$ cat config.mk
export PLATFORM = sky130hd
export DESIGN_NAME = branch_resolver
export DESIGN_NICKNAME = d
export VERILOG_FILES = /design/src/rtl/branch_resolver.sv
export SDC_FILE = /design/constraint.sdc
export NUM_CORES = 1
export LEC_CHECK = 0
export CAP_MARGIN = 20
export CORE_ASPECT_RATIO = 1.4
export CORE_MARGIN = 8
export CORE_UTILIZATION = 48
export DETAILED_ROUTE_END_ITERATION = 16
export DONT_BUFFER_PORTS = 1
export PLACE_DENSITY_LB_ADDON = 0.05
export SKIP_LAST_GASP = 1
export SLEW_MARGIN = 10
export SYNTH_ARGS = -nofsm -noshare
export SYNTH_HDL_FRONTEND = slang
export SYNTH_SLANG_ARGS = --single-unit
$ cat constraint.sdc
create_clock -name clk -period 5 [get_ports clk]
set_clock_uncertainty 0.1 [all_clocks]
set_input_delay 1 -clock clk [delete_from_list [all_inputs] [get_ports clk]]
set_output_delay 1 -clock clk [all_outputs]
set_load 0.05 [all_outputs]
$ cat src/rtl/branch_resolver.sv
// Sequential branch resolver: latches one branch, drives the compare unit for a cycle, then emits a resolve pulse.
// Optional statistics counters are enabled with `define BRANCH_RESOLVER_STATS_EN.
module branch_resolver #(
    parameter int STAT_W = 16
) (
    input  logic              clk,
    input  logic              rst_n,
    input  logic              req_valid,
    output logic              req_ready,
    input  logic [1:0]        req_kind,
    input  logic [31:0]       req_pc,
    input  logic [15:0]       req_offset,
    input  logic [31:0]       req_a,
    input  logic [31:0]       req_b,
    input  logic              kill,
    output logic [31:0]       cmp_a,
    output logic [31:0]       cmp_b,
    output logic [4:0]        cmp_op,
    input  logic              cmp_flag,
    output logic              resolve_valid,
    output logic              resolve_taken,
    output logic [31:0]       resolve_pc,
    output logic              flush,
    output logic [STAT_W-1:0] stat_total,
    output logic [STAT_W-1:0] stat_taken
);
    localparam logic [1:0] IDLE = 2'd0, CMP = 2'd1, DONE = 2'd2;
    localparam logic [1:0] K_BEQ = 2'd0, K_BNE = 2'd1, K_J = 2'd2;
    localparam logic [4:0] OP_EQ = 5'd17, OP_NE = 5'd18, OP_NONE = 5'd0;

    logic [1:0]  state_q;
    logic [1:0]  kind_q;
    logic [31:0] pc_q;
    logic [15:0] off_q;
    logic [31:0] cmp_a_q, cmp_b_q;
    logic [4:0]  cmp_op_q;
    logic        rv_q, rt_q;
    logic [31:0] rpc_q;

    logic        taken_d;
    logic [31:0] seq_pc, target;
    logic [4:0]  op_d;

    always_comb begin
        case (kind_q)
            K_BEQ, K_BNE: taken_d = cmp_flag;
            K_J:          taken_d = 1'b1;
            default:      taken_d = 1'b0;
        endcase
    end

    always_comb begin
        case (req_kind)
            K_BEQ:   op_d = OP_EQ;
            K_BNE:   op_d = OP_NE;
            default: op_d = OP_NONE;
        endcase
    end

    // Both PC sums wrap modulo 2^32 by construction.
    assign seq_pc = pc_q + 32'd4;
    assign target = seq_pc + {{14{off_q[15]}}, off_q, 2'b00};

    always_ff @(posedge clk or negedge rst_n) begin
        if (!rst_n) begin
            state_q  <= IDLE;
            kind_q   <= 2'd0;
            pc_q     <= 32'd0;
            off_q    <= 16'd0;
            cmp_a_q  <= 32'd0;
            cmp_b_q  <= 32'd0;
            cmp_op_q <= OP_NONE;
            rv_q     <= 1'b0;
            rt_q     <= 1'b0;
            rpc_q    <= 32'd0;
        end else begin
            case (state_q)
                IDLE: begin
                    if (req_valid && !kill) begin
                        kind_q   <= req_kind;
                        pc_q     <= req_pc;
                        off_q    <= req_offset;
                        cmp_a_q  <= req_a;
                        cmp_b_q  <= req_b;
                        cmp_op_q <= op_d;
                        state_q  <= CMP;
                    end
                end
                CMP: begin
                    cmp_a_q  <= 32'd0;
                    cmp_b_q  <= 32'd0;
                    cmp_op_q <= OP_NONE;
                    if (kill) begin
                        state_q <= IDLE;
                    end else begin
                        state_q <= DONE;
                        rv_q    <= 1'b1;
                        rt_q    <= taken_d;
                        rpc_q   <= taken_d ? target : seq_pc;
                    end
                end
                DONE: begin
                    // The branch is already resolved, so kill cannot cut this pulse short.
                    state_q <= IDLE;
                    rv_q    <= 1'b0;
                    rt_q    <= 1'b0;
                    rpc_q   <= 32'd0;
                end
                default: state_q <= IDLE;
            endcase
        end
    end

    assign req_ready     = rst_n && (state_q == IDLE);
    assign cmp_a         = cmp_a_q;
    assign cmp_b         = cmp_b_q;
    assign cmp_op        = cmp_op_q;
    assign resolve_valid = rv_q;
    assign resolve_taken = rt_q;
    assign resolve_pc    = rpc_q;
    assign flush         = rv_q & rt_q;

`ifdef BRANCH_RESOLVER_STATS_EN
    logic [STAT_W-1:0] tot_q, tk_q;

    // Counted on the edge that launches the pulse, so kill-aborted requests never count.
    always_ff @(posedge clk or negedge rst_n) begin
        if (!rst_n) begin
            tot_q <= '0;
            tk_q  <= '0;
        end else if (state_q == CMP && !kill) begin
            if (tot_q != {STAT_W{1'b1}})
                tot_q <= tot_q + STAT_W'(1);
            if (taken_d && tk_q != {STAT_W{1'b1}})
                tk_q <= tk_q + STAT_W'(1);
        end
    end

    assign stat_total = tot_q;
    assign stat_taken = tk_q;
`else
    assign stat_total = '0;
    assign stat_taken = '0;
`endif

endmodule

==> impl_metrics.ini <==
[cts]
cts_hold_buf = 0
clockBufferDepth = 2
clock_sink_count = 153
postCtsSetupRepairBufs = 0
clk_transition_reported_paths_ps = 70
tritoncts = done
htree_num_levels = 4
cts_buffers = 17
cts.repair.resized = 0
cts_root_buffer = sky130_fd_sc_hd__clkbuf_16
clkLatencyLatePin_ps = 420

[cells_and_area]
diodes = 0
ff_latch_area_um2 = 3829
synthToLayoutAreaGrowth_pct = 8.108
multi_input_area_um2 = 3929
layout.filler_cells = 1522
number_of_nets_at_the_end_of_the_flow = 993
layout_cells_sized_above_1_pct = 6.000

[pwr]
peakVddDrop_mv = 0.2692
power.static_leakage_nw = 4.263
cell_pwr_density_nw_per_um2 = 537.4

[setup_path]
startpoint_type = flip-flop
timing.critical_path.required_ps = 5200
cp_data_arrival_time_ps = 4500
r2r_slack_ps = 700
critical_path_class = flip-flop to flip-flop
cp_max_fo = 8
end_kind = flip-flop

[drt]
drc = 0
number_of_design_rule_violations_left_by_the_first_detailed_router_iteration = 381
finalWirelength_mm = 22.91
ant_nets = 0
detailedRoute.firstPassIterationCount = 5
drt-vias-per-instance = 5.812
vias = 6120
drt-wirelength-per-cell_um = 21.75

[grt]
grt_antenna_before_repair = 0
global_route_total_usage_across_every_layer_pct = 21.38
pin_count_of_the_biggest_net_entering_global_routing = 155
globalRouteOverflowTotal = 0
global_route_wire_length_before_repair_mm = 35.67
first_global_vias = 6372

[place]
numPortBuffers = 0
place_hpwl_mm = 17.07
place.gp.congestion = 0.8671
pre_cts_ws_ps = 718.5

[timing]
final.period_utilization_pct = 86.03
max-slew-margin-rel_pct = 33.28
setup-violations-final = 0
final.setup.tns_ps = 0
layout_setup_ws_ps = 698.5
finalWorstPathRequiredPeriod_ps = 4302
rsz0062_at_grt = false
transition_time_at_the_pin_with_the_least_slew_margin_ps = 999.7
timing.final.hold_violations = 0
finalMaxSlewViolations = 0
clock.fmax_mhz = 232.5

[hold_path]
hold_class = input pin to asynchronous set/reset pin

[synthesis]
postSynthRegisterBits = 153
synth.yosys.seq_area_share_pct = 47.35
number_of_flops_mapped_to_enable_cells_by_yosys = 0
total_of_warnings_raised_by_yosys = 0
yosys.cell_types.count = 61
synthesis.instances = 848
synth.largest_area_cell = sky130_fd_sc_hd__dfrtp_1
ys_async_sr_fraction_pct = 100.0
share_of_the_synthesized_area_in_the_top_cell_type_pct = 47.35
ys.flop_type = sky130_fd_sc_hd__dfrtp_1
synth.cell_area_um2 = 8087
synthesis.area_per_instance_um2 = 9.536
synth_area_leaders = sky130_fd_sc_hd__dfrtp_1, sky130_fd_sc_hd__nand2_1, sky130_fd_sc_hd__a22o_1

[floorplanning]
ioPinCount = 256
initial_utilization_pct = 48.70
site_row_count = 56
die_w_um = 125.7
design.core.area_um2 = 16610
fp.dieArea_um2 = 21310
die_height_um = 169.6

[job]
timing.max_cap.violations = 0

[status]
outcome = complete, no violations
[path summary, 6_finish.rpt]
| kind | end | depth (start not counted) | start |
|---|---|---|---|
| min reg2reg | off_q[3]$_DFFE_PN0P_ | 2 | off_q[3]$_DFFE_PN0P_ |
| max | resolve_pc[31]$_DFFE_PN0P_ | 15 | pc_q[8]$_DFFE_PN0P_ |
| min in group clk | off_q[3]$_DFFE_PN0P_ | 2 | off_q[3]$_DFFE_PN0P_ |
| max reg2reg | resolve_pc[31]$_DFFE_PN0P_ | 15 | pc_q[8]$_DFFE_PN0P_ |
| min | off_q[11]$_DFFE_PN0P_ | 0 | rst_n |
| max in group asynchronous | state_q[0]$_DFFE_PN0P_ | 0 | rst_n |
[registers in the layout (all words and copies together), names as in the netlist]
register	count
cmp_a	32
cmp_b	32
cmp_op	3
kind_q	2
off_q	16
pc_q	32
resolve_pc	32
resolve_taken	1
resolve_valid	1
state_q	2
[per-stage QoR]
| step | instances | hold WS (ps) | power (mW) | cell area, um2 | util (%) |
|---|---|---|---|---|---|
| finish | 1053 | 174.6 | 4.698 | 8742 | 52.64 |
| global route | 1053 | 151.1 | 4.947 | 8742 | 52.64 |
| CTS | 1052 | 163.8 | 4.728 | 8727 | 52.55 |
| detailed placement | 1021 | 370.9 | 3.427 | 8149 | 49.07 |
| global placement | 1021 | 358.0 | 3.407 | 8149 | 49.07 |
| floorplan | 881 | 346.1 | 3.145 | 8210 | - |
[logic make-up (layout without fill, tap and decap cells)]
group | after synthesis | count (layout) | synth area share, %
AO/OA/AOI/OAI | 221 | 221 | 19.46
XOR/XNOR | 48 | 48 | 5.199
adder cells (fa/ha/maj) | 36 | 36 | 5.663
buffers and inverters | 91 | 60 | 5.833
flip-flops | 153 | 153 | 47.35
multiplexers | 3 | 3 | 0.3868
other | 1 | 34 | 0.04637
AND/OR/NAND/NOR | 295 | 295 | 16.06
[routing by layer]
metal  vias up  wire (um)  GRT usage, %
li1       2905          -             -
met1      2967       9015         24.13
met2       226      11680         37.42
met3        22       1798         7.233
met4         0        410         6.536
met5         -          0             0
[critical path, stage by stage, from the launching register on]
cell and delay (ps):
sky130_fd_sc_hd__dfrtp_1 430, sky130_fd_sc_hd__nand3_1 140, sky130_fd_sc_hd__nor2_1 130, sky130_fd_sc_hd__and2_1 200, sky130_fd_sc_hd__nand4_1 170, sky130_fd_sc_hd__or3_1 470, sky130_fd_sc_hd__nor2_1 150, sky130_fd_sc_hd__xor2_1 100
sky130_fd_sc_hd__ha_1 440, sky130_fd_sc_hd__nand2_1 80, sky130_fd_sc_hd__o21a_1 220, sky130_fd_sc_hd__a2111o_1 400, sky130_fd_sc_hd__o311ai_1 340, sky130_fd_sc_hd__a21oi_1 130, sky130_fd_sc_hd__or4_1 420, sky130_fd_sc_hd__a32o_1 270
[cells in the final DEF, fill, tap and decap left out, types with 5 or more instances in the layout]
master / count
sky130_fd_sc_hd__a22oi_1: 14
sky130_fd_sc_hd__clkbuf_16: 17
sky130_fd_sc_hd__nor2_1: 33
sky130_fd_sc_hd__a22o_1: 69
sky130_fd_sc_hd__nor3_1: 9
sky130_fd_sc_hd__dfrtp_1: 153
sky130_fd_sc_hd__a21o_1: 10
sky130_fd_sc_hd__xor2_1: 19
sky130_fd_sc_hd__and2_1: 6
sky130_fd_sc_hd__ha_1: 35
sky130_fd_sc_hd__xnor2_1: 29
sky130_fd_sc_hd__nand4_1: 8
sky130_fd_sc_hd__nand2_1: 180
sky130_fd_sc_hd__buf_4: 8
sky130_fd_sc_hd__o21ai_0: 50
sky130_fd_sc_hd__inv_8: 5
sky130_fd_sc_hd__a21oi_1: 37
sky130_fd_sc_hd__nand2b_1: 6
sky130_fd_sc_hd__and3_1: 11
sky130_fd_sc_hd__nand3_1: 23
sky130_fd_sc_hd__inv_1: 18
sky130_fd_sc_hd__conb_1: 34
[synth_stat cells, types with 2 or more instances]
master and n:
sky130_fd_sc_hd__a211oi_1 2, sky130_fd_sc_hd__a21o_1 10, sky130_fd_sc_hd__a21oi_1 38, sky130_fd_sc_hd__a221oi_1 4, sky130_fd_sc_hd__a222oi_1 2, sky130_fd_sc_hd__a22o_1 69
sky130_fd_sc_hd__a22oi_1 14, sky130_fd_sc_hd__a31oi_1 2, sky130_fd_sc_hd__a32o_1 2, sky130_fd_sc_hd__a41oi_1 2, sky130_fd_sc_hd__and2_1 6, sky130_fd_sc_hd__and3_1 11
sky130_fd_sc_hd__buf_1 3, sky130_fd_sc_hd__buf_2 2, sky130_fd_sc_hd__buf_4 34, sky130_fd_sc_hd__clkbuf_1 32, sky130_fd_sc_hd__dfrtp_1 153, sky130_fd_sc_hd__ha_1 35
sky130_fd_sc_hd__inv_1 19, sky130_fd_sc_hd__mux2i_1 2, sky130_fd_sc_hd__nand2_1 180, sky130_fd_sc_hd__nand2b_1 6, sky130_fd_sc_hd__nand3_1 24, sky130_fd_sc_hd__nand3b_1 3
sky130_fd_sc_hd__nand4_1 8, sky130_fd_sc_hd__nor2_1 34, sky130_fd_sc_hd__nor2b_1 4, sky130_fd_sc_hd__nor3_1 9, sky130_fd_sc_hd__nor3b_1 2, sky130_fd_sc_hd__o21a_1 3
sky130_fd_sc_hd__o21ai_0 50, sky130_fd_sc_hd__o21ai_1 2, sky130_fd_sc_hd__o21bai_1 2, sky130_fd_sc_hd__o31a_1 2, sky130_fd_sc_hd__o31ai_1 4, sky130_fd_sc_hd__or4_1 2
sky130_fd_sc_hd__xnor2_1 29, sky130_fd_sc_hd__xor2_1 19
[power breakdown]
group	internal [mW]	total [mW]	switching [mW]	leakage [nW]
registers	1.46	2.29	0.829	1.96
logic	0.456	1.12	0.665	2.03
clock network	0.707	1.29	0.581	0.277
[area by class of cell]
class                   instances  area share (%)
multi-input cells             637           44.94
flip-flops and latches        153           43.80
clock buffers                  17           4.866
well taps                     203           2.905
clock inverters                14           1.746
inverters                      20          0.8874
repair buffers                  9          0.8587
No activity file was read; power rests on OpenSTA's default activity.
